## config.mk

```make
export PLATFORM = sky130hd
export DESIGN_NAME = head_flit_route_unit
export DESIGN_NICKNAME = d
export VERILOG_FILES = /design/src/rtl/head_flit_route_unit.sv
export SDC_FILE = /design/constraint.sdc
export NUM_CORES = 1
export LEC_CHECK = 0
export BUFFER_PORTS_ARGS = -buffer_cell sky130_fd_sc_hd__buf_2
export CAP_MARGIN = 15
export CORE_MARGIN = 8
export CORE_UTILIZATION = 49
export DETAILED_ROUTE_END_ITERATION = 7
export HOLD_SLACK_MARGIN = 0.08
export PLACE_DENSITY = 0.75
export SLEW_MARGIN = 40
export SYNTH_ARGS = -nofsm -noshare
export SYNTH_HDL_FRONTEND = slang
export SYNTH_SLANG_ARGS = --single-unit
```

## constraint.sdc

```tcl
create_clock -name clk -period 1.84 [get_ports clk]
set_clock_uncertainty 0.05 [all_clocks]
set_input_delay 0.184 -clock clk [delete_from_list [all_inputs] [get_ports clk]]
set_output_delay 0.184 -clock clk [all_outputs]
set_load 0.01 [all_outputs]
```

## src/rtl/head_flit_route_unit.sv

```systemverilog
// Per-VC head flit assembly, route decode and single-request arbitration for one router input port.
// Define HFB_RR_ARBITER_EN for round-robin VC arbitration; otherwise the lowest-index VC in REQ wins.

// Ring route decode. The destination node sits in the low bits of the first phit. The request
// code is 0 for local eject, 1 for the clockwise direction when the destination is at most N/2
// hops away clockwise, and 2 for counter-clockwise.
module HeadFlitDecoder #(
    parameter int unsigned N             = 4,
    parameter int unsigned INDEX         = 1,
    parameter int unsigned DATA_WIDTH    = 8,
    parameter int unsigned PhitPerFlit   = 2,
    parameter int unsigned REQUEST_WIDTH = 2
) (
    input  logic [DATA_WIDTH*PhitPerFlit-1:0] HeadFlit,
    output logic [REQUEST_WIDTH-1:0]          RequestMessage
);
    localparam int unsigned NW = (N > 1) ? $clog2(N) : 1;
    localparam int unsigned FW = DATA_WIDTH * PhitPerFlit;

    logic [NW-1:0] dest;
    logic          unusedBits;

    assign dest       = HeadFlit[NW-1:0];
    assign unusedBits = ^HeadFlit[FW-1:NW];

    always_comb begin
        int unsigned hops;
        hops           = (32'(dest) + N - INDEX) % N;
        RequestMessage = '0;
        if (hops == 0) begin
            RequestMessage = REQUEST_WIDTH'(0);
        end else if (hops <= N / 2) begin
            RequestMessage = REQUEST_WIDTH'(1);
        end else begin
            RequestMessage = REQUEST_WIDTH'(2);
        end
    end
endmodule

module head_flit_route_unit #(
    parameter int unsigned N             = 4,
    parameter int unsigned INDEX         = 1,
    parameter int unsigned DATA_WIDTH    = 8,
    parameter int unsigned PhitPerFlit   = 2,
    parameter int unsigned REQUEST_WIDTH = 2,
    parameter int unsigned VC            = 2,
    localparam int unsigned VCW          = (VC > 1) ? $clog2(VC) : 1
) (
    input  logic                     clk,
    input  logic                     rst,
    input  logic                     phit_valid,
    input  logic [VCW-1:0]           phit_vc,
    input  logic [DATA_WIDTH-1:0]    head_phit,
    output logic [VC-1:0]            head_ready,
    output logic                     route_req_valid,
    output logic [REQUEST_WIDTH-1:0] route_req,
    output logic [VCW-1:0]           route_req_vc,
    input  logic                     route_grant,
    output logic [VC-1:0]            route_granted,
    output logic                     overflow_err
);
    localparam int unsigned CW = $clog2(PhitPerFlit) + 1;
    localparam int unsigned FW = DATA_WIDTH * PhitPerFlit;

    typedef enum logic [1:0] {
        IDLE     = 2'd0,
        ASSEMBLE = 2'd1,
        REQ      = 2'd2,
        LOCKED   = 2'd3
    } vcState_t;

    vcState_t                 stateQ [VC];
    vcState_t                 stateD [VC];
    logic [CW-1:0]            cntQ   [VC];
    logic [CW-1:0]            cntD   [VC];
    logic [FW-1:0]            bufQ   [VC];
    logic [REQUEST_WIDTH-1:0] decReq [VC];

    logic [VC-1:0]            readyVc;
    logic [VC-1:0]            reqVc;
    logic [VC-1:0]            capVc;
    logic                     anyReq;
    logic [VCW-1:0]           selVc;
    logic                     grantFire;

    logic                     busyQ;
    logic [VCW-1:0]           curVcQ;
    logic [REQUEST_WIDTH-1:0] routeReqQ;
    logic                     overflowQ;

    for (genvar v = 0; v < VC; v++) begin : gDec
        HeadFlitDecoder #(
            .N             (N),
            .INDEX         (INDEX),
            .DATA_WIDTH    (DATA_WIDTH),
            .PhitPerFlit   (PhitPerFlit),
            .REQUEST_WIDTH (REQUEST_WIDTH)
        ) uDec (
            .HeadFlit       (bufQ[v]),
            .RequestMessage (decReq[v])
        );
    end

    // Per-VC status flags; a phit whose VC matches no channel is captured by none.
    always_comb begin
        readyVc = '0;
        reqVc   = '0;
        capVc   = '0;
        for (int v = 0; v < VC; v++) begin
            readyVc[v] = (stateQ[v] == IDLE) || (stateQ[v] == ASSEMBLE);
            reqVc[v]   = (stateQ[v] == REQ);
            capVc[v]   = phit_valid && (phit_vc == VCW'(v)) && readyVc[v];
        end
    end

    assign grantFire = route_grant & busyQ;

`ifdef HFB_RR_ARBITER_EN
    logic [VCW-1:0]  rrPtrQ;
    logic [2*VC-1:0] reqTwice;

    // Rotate the request vector so the pointer position becomes bit 0, then take the first hit.
    always_comb begin
        reqTwice = {reqVc, reqVc} >> rrPtrQ;
        anyReq   = |reqVc;
        selVc    = '0;
        for (int k = VC - 1; k >= 0; k--) begin
            if (reqTwice[k]) begin
                selVc = VCW'((32'(rrPtrQ) + 32'(k)) % VC);
            end
        end
    end

    always_ff @(posedge clk or negedge rst) begin
        if (!rst) begin
            rrPtrQ <= '0;
        end else if (grantFire) begin
            rrPtrQ <= VCW'((32'(curVcQ) + 1) % VC);
        end
    end
`else
    always_comb begin
        anyReq = |reqVc;
        selVc  = '0;
        for (int v = VC - 1; v >= 0; v--) begin
            if (reqVc[v]) begin
                selVc = VCW'(v);
            end
        end
    end
`endif

    // Per-VC next state and phit counter.
    always_comb begin
        for (int v = 0; v < VC; v++) begin
            stateD[v] = stateQ[v];
            cntD[v]   = cntQ[v];
            unique case (stateQ[v])
                IDLE, ASSEMBLE: begin
                    if (capVc[v]) begin
                        if (cntQ[v] == CW'(PhitPerFlit - 1)) begin
                            cntD[v]   = '0;
                            stateD[v] = REQ;
                        end else begin
                            cntD[v]   = cntQ[v] + CW'(1);
                            stateD[v] = ASSEMBLE;
                        end
                    end
                end
                REQ: begin
                    if (!busyQ && anyReq && (selVc == VCW'(v))) begin
                        stateD[v] = LOCKED;
                    end
                end
                LOCKED: begin
                    if (grantFire && (curVcQ == VCW'(v))) begin
                        stateD[v] = IDLE;
                    end
                end
                default: stateD[v] = IDLE;
            endcase
        end
    end

    always_ff @(posedge clk or negedge rst) begin
        if (!rst) begin
            for (int v = 0; v < VC; v++) begin
                stateQ[v] <= IDLE;
                cntQ[v]   <= '0;
            end
        end else begin
            for (int v = 0; v < VC; v++) begin
                stateQ[v] <= stateD[v];
                cntQ[v]   <= cntD[v];
            end
        end
    end

    // Head buffers: phit slot selected by the counter; the whole buffer clears on release.
    always_ff @(posedge clk or negedge rst) begin
        if (!rst) begin
            for (int v = 0; v < VC; v++) begin
                bufQ[v] <= '0;
            end
        end else begin
            for (int v = 0; v < VC; v++) begin
                if (grantFire && (curVcQ == VCW'(v))) begin
                    bufQ[v] <= '0;
                end else if (capVc[v]) begin
                    for (int p = 0; p < PhitPerFlit; p++) begin
                        if (cntQ[v] == CW'(p)) begin
                            bufQ[v][p*DATA_WIDTH +: DATA_WIDTH] <= head_phit;
                        end
                    end
                end
            end
        end
    end

    // Request owner: holds one decoded request until the switch grants it.
    always_ff @(posedge clk or negedge rst) begin
        if (!rst) begin
            busyQ     <= 1'b0;
            curVcQ    <= '0;
            routeReqQ <= '0;
        end else if (grantFire) begin
            busyQ <= 1'b0;
        end else if (!busyQ && anyReq) begin
            busyQ     <= 1'b1;
            curVcQ    <= selVc;
            routeReqQ <= decReq[selVc];
        end
    end

    always_ff @(posedge clk or negedge rst) begin
        if (!rst) begin
            overflowQ <= 1'b0;
        end else if (phit_valid && !(|capVc)) begin
            overflowQ <= 1'b1;
        end
    end

    always_comb begin
        route_granted = '0;
        for (int v = 0; v < VC; v++) begin
            route_granted[v] = grantFire && (curVcQ == VCW'(v));
        end
    end

    assign head_ready      = readyVc;
    assign route_req_valid = busyQ;
    assign route_req       = routeReqQ;
    assign route_req_vc    = curVcQ;
    assign overflow_err    = overflowQ;
endmodule

```

==> Yosys cells after proc, flatten, opt, wreduce, memory -nomap -nowiden <==
Cells that the tools add are included.
Widths: inputs -> output; s select.
{ "word_totals": {"reg_bits": 17, "inputBits": 13, "out_inout_bits": 9, "word_cells": 104} }
{ "op_classes": {"addsub": 6, "magnitude_cmp": 3, "n_eq_ne": 14, "muxes": 29, "n_bitwise": 6, "reduce_logical": 36} }
{ "ops": {"columns": ["cell", "count"], "rows": [
  ["$logic_not 32->1", 2],
  ["$mux 2", 23],
  ["$pmux 2 s3", 2],
  ["$logic_and 1x1->1", 10],
  ["$reduce_and 2->1", 5],
  ["$reduce_bool 2->1", 5],
  ["$add 2x1->2 const B", 4],
  ["$eq 2x1->1 const B", 4],
  ["$eq 2x2->1 const B", 4],
  ["$logic_not 2->1", 4],
  ["$ne 2x2->1 const B", 4],
  ["$reduce_or 2->1", 4],
  ["$reduce_and 3->1", 2],
  ["$le 2x2->1 const B", 2],
  ["$mux 1", 4],
  ["$ne 2x1->1 const B", 2],
  ["$not 1->1", 4],
  ["$sub 2x1->2 const B", 2],
  ["$ge 2x2->1 const B", 1],
  ["$logic_not 1->1", 2],
  ["$logic_or 1x1->1", 2],
  ["$not 1->2", 1],
  ["$and 1x1->1", 1]
]} }

==> Longest topological paths before layout <==
Gate-level depths: netlist (run 1).
{ "depth": {"ltp_word": 8, "ltp_mapped": 5, "ltp_nobuf": 5} }

==> Cells and area by module <==
From an unflattened synthesis (run 1), not the netlist that was laid out.
{ "unflattened": {"cells_unflattened": 196, "area_unflattened_um2": 2074.5} }
{ "by_module_without_submodules": {"columns": ["module", "n_inst", "cells_per_inst", "area_per_inst_um2"], "rows": [
  ["head_flit_route_unit", 1, 188, 2016.9],
  ["HeadFlitDecoder", 2, 4, 28.8]
]} }

==> Worst setup path before layout (run 1) <==
Ideal clock, no wire load.
{ "synth_path": {"path_type": "flip-flop to flip-flop", "from": "register stateQ[3] (netlist name)", "to": "register bufQ[16] (netlist name)", "setup_time_ps": 135, "arrival_ps": 1422, "t_required_ps": 1655, "path_slack_ps": 233, "stages_incl_launch_ff": 6, "n_path_buf": 1, "synth_period_minus_slack_ps": 1607, "path_cell_list": "dfrtp_1 > or3b_1 > buf_2 > or3_4 > mux2i_1 > nor2_1"} }
{ "synth_between": {"elab_chain_len": 5} }
{ "synth_rtl": {"columns": ["item", "line_no", "text"], "rows": [
  ["start: declaration", "72", "vcState_t stateQ [VC];"],
  ["start signal: indexed assignment", "193", "stateQ[v] <= stateD[v];"],
  ["$eq 2x1->1 or $logic_not 2->1 (tied branches)", "110", "readyVc[v] = (stateQ[v] == IDLE) || (stateQ[v] == ASSEMBLE);"],
  ["$logic_or 1x1->1 (*)", "110", null],
  ["$logic_and 1x1->1 (*)", "112", "capVc[v] = phit_valid && (phit_vc == VCW'(v)) && readyVc[v];"],
  ["$reduce_bool 2->1 (no source line) (*)", null, null],
  ["$reduce_and 2->1 (no source line) (*)", null, null],
  ["end signal: indexed assignment", "212", "bufQ[v][p*DATA_WIDTH +: DATA_WIDTH] <= head_phit;"],
  ["end: declaration", "76", "logic [FW-1:0] bufQ [VC];"]
]} }
Mark *: on every way between the ends. The rest lies on a longest branch, timed or not.
A chain may end at the register's enable or synchronous reset.

==> Final worst setup path (run 1) <==
{ "layout_path": {"from": "input port route_grant", "to": "output port route_granted[0]"} }
{ "layout_between": {"elab_chain_len": 2} }
{ "layout_rtl": {"columns": ["item", "line_no", "text"], "rows": [
  ["start: declaration", "58", "input logic route_grant,"],
  ["$and 1x1->1", "116", "assign grantFire = route_grant & busyQ;"],
  ["$logic_and 1x1->1", "246", "route_granted[v] = grantFire && (curVcQ == VCW'(v));"],
  ["end: declaration", "59", "output logic [VC-1:0] route_granted,"]
]} }
No other way between the ends.

==> results by group, run 1 <==
STA
  – Slew headroom: 74.7%
  – Fin. max-slew vios: 0
  – Least-Margin Pin Slew: 0.378 ns
  – Final Hold Vio Count: 0
  – Final worst slack: 0.230 ns
  – Tcrit/Tclk final: 87.5%
  – FMAX: 621 MHz
  – Final setup TNS: 0 ns
  – Post-route minimum period: 1.61 ns
  – RSZ-0062 raised after global routing: false
  – Final hold slack: 0.105 ns
  – Setup-failing EPs final: 0

Power and ir drop
  – Peak supply drop: 0.000767 V
  – Clock share of power: 13.4%
  – Seq pwr share: 45.5%
  – Power per cell area: 1520 nW/µm²
  – Pleak: 0.492 nW
  – Sw frac: 37.8%
  – Logic pwr share: 41.1%
  – Pint: 0.902 mW
  – P_sw: 0.549 mW

Routing
  – Initial drt markers: 13
  – Vias per cell: 5.36
  – ANT nets after route: 0
  – WL/cell: 13.2 µm
  – Detailed Route WL: 1520 µm
  – TritonRoute pass-1 iters: 4
  – Via total after detailed routing: 616
  – Drt drc: 0

Layout
  – Non-Filler Instances: 115
  – Fillers: 140
  – Final Net Count: 115
  – Area growth from synthesis to layout: 17.2%
  – Area occupied by multi-input gates: 352 µm²
  – # diodes: 0
  – Register area: 425 µm²
  – Ratio of cells with drive above 1 in the final layout: 22.2%

Worst setup path
  – Critical Path AT: 1.38 ns
  – Worst path most repeated cell: buf_2
  – CP Cell Sequence: dlygate4sd3_1 -> buf_2 -> nand2_1 -> nor2_1 -> buf_2
  – Crit-path max cell delay: 0.52 ns
  – Slowest stage cell, crit path: dlygate4sd3_1
  – Critical path class: in2out
  – CP delay by family, top: buffers and inverters
  – CP Buf/Inv Count: 3
  – CP endpoint kind: primary output
  – CP startpoint kind: primary input
  – CP max FO: 5
  – Critical Path RT: 1.61 ns

Logic synthesis
  – Synth warnings: 0
  – Synth top cells by count: 17 x dfrtp_1, 9 x nor2_1, 8 x inv_1
  – Post-synth top area cell: dfrtp_1
  – Cell with the most instances after synthesis: dfrtp_1
  – Synth cell types: 32
  – Async SR Flop Fraction: 100%
  – Post-synth EDFFs: 0
  – Synthesized Nets: 94
  – Post-synth top area share: 52.1%
  – #FFs+latches synth: 17
  – Post-synthesis sequential area ratio: 52.1%
  – Syn Std Cell Area: 816 µm²
  – Post-synth top flop: dfrtp_1
  – Syn Area/Cell: 10.3 µm²
  – Area contributors post-synth: dfrtp_1 52%, mux2i_1 6.1%, nor2_1 4.1%
  – Mapped Cells: 79

Global route
  – Gr usage total: 9.87%
  – Initial antenna violation count: 0
  – Largest net degree at the start of global routing: 18
  – First-pass GRT wire length: 2640 µm
  – Vias in the first global route: 636
  – Total gr overflow: 0

Clock network
  – Setup bufs post-CTS: 0
  – Worst-Skew Late Latency: 0.28 ns
  – CTS tree: done
  – Sink Count: 17
  – Longest Clk Path Bufs: 2
  – TritonCTS Buffers: 3
  – Clock-pin slew on the worst setup and hold paths: 0.10 ns
  – H-Tree Level Count: 1
  – Post-CTS sizing: 0
  – CTS Root Cell: clkbuf_4

Run status
  – Outcome: complete, no violations

Placed design
  – Placed insts: 109
  – Placement Setup Slack: 0.251 ns
  – DP HPWL: 1180 µm
  – Placer Congestion: 0.744
  – I/O Buffers: 15

Floorplan
  – Total core area: 1540 µm²
  – Die area: 3230 µm²
  – Die W: 56.8 µm
  – Die height: 56.8 µm
  – Top Ports: 22
  – Initial Util: 52.9%
  – Site Rows: 14

Flow run
  – Max-Cap Viols: 0

Hold path
  – Worst hold path type: in2reg
## sequential cells by signal (all words and copies together), names as in the netlist
name             cells
bufQ                 4
cntQ                 4
stateQ               4
route_req            2
overflow_err         1
route_req_valid      1
route_req_vc         1
## cell families after synthesis
group	share of synthesized area, %
fa+ha+maj	3.07
mux	6.14
buf+inv	4.75
compound gates	12.3
xor+xnor	4.30
flops	52.1
simple gates	17.3
## worst min-delay path, stage by stage
cell     delay, ns
buf_2         0.09
mux2i_1       0.06
nor2_1        0.07
## path summary, 6_finish.rpt
check	start	endpoint	slack, ns	depth (start not counted)
setup / recovery	route_grant	route_granted[0]	0.23	5
hold / removal	head_phit[0]	bufQ[0]$_DFFE_PN0P_	0.11	3
setup reg to reg	stateQ[3]$_DFFE_PN0P_	bufQ[17]$_DFFE_PN0P_	0.25	4
hold reg to reg	overflow_err$_DFFE_PN0P_	overflow_err$_DFFE_PN0P_	0.42	1
max in group asynchronous	rst	cntQ[2]$_DFFE_PN0P_	1.19	2
min in group asynchronous	rst	route_req_vc$_DFFE_PN0P_	0.28	2
## placed cells by master, fill, tap and decap left out, drive strengths merged, types with 2 or more instances in the layout
master / count
xnor2: 2
buf: 16
inv: 8
a21o: 2
clkbuf: 4
dlygate4sd3: 2
nand2b: 3
or3: 2
ha: 2
xor2: 2
nor2: 9
nand2: 6
mux2i: 5
a21boi: 2
dfrtp: 17
o21ai: 2
## repair_timing
item / in CTS / in global routing
hold buffers: 2 / 0
endpoints found under the setup margin: 0 / 0
endpoints found under the hold margin: 18 / 0
## power by group through the flow
| stage | Sequential (mW) | Combinational [mW] | Clock (mW) |
|---|---|---|---|
| CTS | 0.663 | 0.611 | 0.201 |
| detailed placement | 0.670 | 0.604 | 0 |
| finish | 0.660 | 0.596 | 0.195 |
| floorplan | 0.657 | 0.429 | 0 |
| global route | 0.688 | 0.685 | 0.216 |
| global placement | 0.662 | 0.586 | 0 |
## through the flow
step                      power (mW)  cell area [µm²]  util (%)
after floorplan                 1.09              816         -
after global placement          1.25              910      59.0
after detailed placement        1.27              910      59.0
after CTS                       1.47              956      62.0
after global routing            1.59              956      62.0
final                           1.45              956      62.0
## layer usage
layer	global-route usage, %	vias up	part of all wire, %	wire, µm
met2	16.6	12	47	708
met3	4.04	2	5.9	89
met4	3.02	0	0.85	13
met1	11.0	298	47	709
li1	-	304	-	-
met5	0	-	0	0
## layout make-up
class                      count  share of cell area, %
clock buffer                   4                   2.75
inverter                       8                   3.14
multi-input combinational     52                   36.8
timing repair buffer          18                   10.7
tap                           16                   2.09
sequential                    17                   44.5
No activity file was read; power rests on OpenSTA's default activity.
==> run 2: changes to the inputs <==
--- a/config.mk
+++ b/config.mk
@@ -7,12 +7,15 @@
 export LEC_CHECK = 0
 export BUFFER_PORTS_ARGS = -buffer_cell sky130_fd_sc_hd__buf_2
 export CAP_MARGIN = 15
+export CORE_ASPECT_RATIO = 1.4
 export CORE_MARGIN = 8
 export CORE_UTILIZATION = 49
 export DETAILED_ROUTE_END_ITERATION = 7
 export HOLD_SLACK_MARGIN = 0.08
-export PLACE_DENSITY = 0.75
+export MAX_ROUTING_LAYER = met4
+export PLACE_DENSITY = 0.68
 export SLEW_MARGIN = 40
 export SYNTH_ARGS = -nofsm -noshare
 export SYNTH_HDL_FRONTEND = slang
+export SYNTH_HIERARCHICAL = 1
 export SYNTH_SLANG_ARGS = --single-unit
==> run 2 against run 1 <==
Against the previous run: via count grew 11%; critical path type is now reg2out; global-route usage grew 1.5 points; largest cell class unchanged; worst setup slack lost 0.018 ns; largest power group unchanged; area after synthesis grew 15%; die area grew 11%.
==> results by group, run 2 <==
Placed design
  – I/O Buffers: 15 (unchanged)
  – Placer Congestion: 0.821 (+10%)
  – DP HPWL: 1280 µm (+8.7%)

Power and ir drop
  – Pleak: 0.527 nW (+7.2%)
  – PnR Total Power: 1.51 mW (+3.7%)
  – Power per cell area: 1500 nW/µm² (-1.4%)
  – Peak supply drop: 0.000964 V (+26%)

Routing
  – Initial drt markers: 4 (-9)
  – WL/cell: 13.1 µm (-1.2%)
  – Vias per cell: 5.29 (-1.2%)
  – Detailed Route WL: 1690 µm (+11%)
  – Drt drc: 0 (unchanged)
  – Via total after detailed routing: 683 (+11%)
  – ANT nets after route: 0 (unchanged)
  – TritonRoute pass-1 iters: 4 (unchanged)

STA
  – Slew headroom: 73.2% (-1.5 points)
  – Final hold slack: 0.0867 ns (-0.0186 ns)
  – Fin. max-slew vios: 0 (unchanged)
  – RSZ-0062 raised after global routing: false
  – Post-route minimum period: 1.63 ns (+0.0183 ns)
  – FMAX: 614 MHz (-1.1%)
  – Least-Margin Pin Slew: 0.396 ns (+0.0182 ns)
  – Tcrit/Tclk final: 88.5% (+0.99 points)
  – Final Hold Vio Count: 0 (unchanged)
  – Final setup TNS: 0 ns (unchanged)
  – Setup-failing EPs final: 0 (unchanged)

Clock network
  – CTS Root Cell: clkbuf_4
  – Hold_buf cts: 1 (-1)
  – Longest Clk Path Bufs: 2 (unchanged)
  – H-Tree Level Count: 1 (unchanged)
  – Sink Count: 17 (unchanged)
  – Setup bufs post-CTS: 0 (unchanged)
  – CTS tree: done
  – Worst-Skew Late Latency: 0.29 ns (about the same)
  – Clock-pin slew on the worst setup and hold paths: 0.09 ns (about the same)
  – TritonCTS Buffers: 3 (unchanged)
  – Post-CTS sizing: 0 (unchanged)

Floorplan
  – Die height: 67.7 µm (+19%)
  – Top Ports: 22 (unchanged)
  – Site Rows: 18 (+4)
  – Initial Util: 52.6% (-0.32 points)
  – Total core area: 1780 µm² (+15%)
  – Die area: 3580 µm² (+11%)
  – Die W: 52.9 µm (-6.8%)

Global route
  – Total gr overflow: 0 (unchanged)
  – Vias in the first global route: 694 (+9.1%)
  – Initial antenna violation count: 0 (unchanged)
  – Gr usage total: 11.4% (+1.5 points)
  – First-pass GRT wire length: 3030 µm (+15%)
  – Largest net degree at the start of global routing: 18 (unchanged)

Worst setup path
  – Worst Setup SP: route_req_valid$_DFFE_PN0P_
  – Crit-path max cell delay: 0.59 ns (+0.07 ns)
  – CP Cell Sequence: nand3_1 -> inv_1 -> buf_2
  – Worst r2r src: bufQ[0]$_DFFE_PN0P_
  – CP startpoint kind: register
  – Reg2reg path depth: 5 (+1)
  – Slowest stage cell, crit path: dfrtp_1
  – Critical Path RT: 1.61 ns (about the same)
  – R2r setup slk: 0.34 ns (+0.09 ns)
  – Critical Path AT: 1.39 ns (about the same)
  – Critical R2R Capture: route_req[0]$_DFFE_PN0P_
  – CP endpoint kind: primary output
  – CP max FO: 14 (+9)
  – Critical path class: reg2out
  – CP endpoint: route_granted[1]

Logic synthesis
  – Syn Std Cell Area: 936 µm² (+15%)
  – Mapped Cells: 98 (+24%)
  – Syn Area/Cell: 9.55 µm² (-7.5%)
  – Synth warnings: 6 (+6)
  – Synthesized Nets: 113 (+20%)

Layout
  – Most frequent cells in the layout: 17 x dfrtp_1, 15 x nand2_1, 15 x buf_2
  – # diodes: 0 (unchanged)
  – Commonest non-fill, non-tap cell in the layout: dfrtp_1
  – Biggest regs: bufQ x4, cntQ x4, stateQ x4
  – Area occupied by multi-input gates: 403 µm² (+15%)
  – Register area: 425 µm² (unchanged)
  – Final Net Count: 125 (+8.7%)
  – Ratio of cells with drive above 1 in the final layout: 19.3% (-3.0 points)
  – Area growth from synthesis to layout: 7.49%
  – Fillers: 165 (+18%)

Flow run
  – Max-Cap Viols: 0 (unchanged)

Hold path
  – Worst hold path type: in2reg

Run status
  – Outcome: complete, no violations
==> run 2: report_power, final <==
| part | internal, mW | total (mW) | leakage (nW) | switching, mW |
|---|---|---|---|---|
| registers | 0.519 | 0.699 | 0.203 | 0.179 |
| logic | 0.302 | 0.611 | 0.310 | 0.308 |
| clock network | 0.0843 | 0.196 | 0.0150 | 0.112 |
| total | 0.906 | 1.51 | 0.527 | 0.599 |
==> run 2: per-stage QoR <==
stage | utilization, % | std cells | instance area [µm²] | setup WS, ns
2_1_floorplan | - | 98 | 936 | 0.443
3_3_place_gp | 54.5 | 124 | 970 | 0.425
3_5_place_dp | 54.5 | 124 | 970 | 0.401
4_1_cts | 56.5 | 129 | 1010 | 0.213
5_1_grt | 56.5 | 129 | 1010 | 0.0680
6_report | 56.5 | 129 | 1010 | 0.211
==> run 2: final cells by class <==
class / instances / area share (%)
flip-flops and latches: 17 / 42.3
multi-input cells: 61 / 40.0
repair buffers: 16 / 8.46
inverters: 11 / 4.10
clock buffers: 4 / 2.61
well taps: 20 / 2.49
==> run 2: worst min-delay path by stage <==
stage,from,endpoint,cells past startpoint
floorplan,rst,bufQ[0]$_DFFE_PN0P_,0
global placement,rst,bufQ[16]$_DFFE_PN0P_,1
detailed placement,rst,route_req[0]$_DFFE_PN0P_,1
CTS,phit_valid,overflow_err$_DFFE_PN0P_,2
global route,head_phit[1],bufQ[17]$_DFFE_PN0P_,3
finish,phit_valid,overflow_err$_DFFE_PN0P_,2
==> run 2: critical path: cells and delay by family (launching register included) <==
family | cells | cell delay (ns)
DFF | 1 | 0.59
buffers and inverters | 2 | 0.27
and+or+nand+nor | 1 | 0.24
==> run 2: per-layer routing <==
layer,track usage [%],vias up,wire length (µm)
met5,-,-,0
met4,5.84,0,27
met3,3.08,4,83
met2,17.1,14,788
met1,13.6,320,786
li1,-,345,-
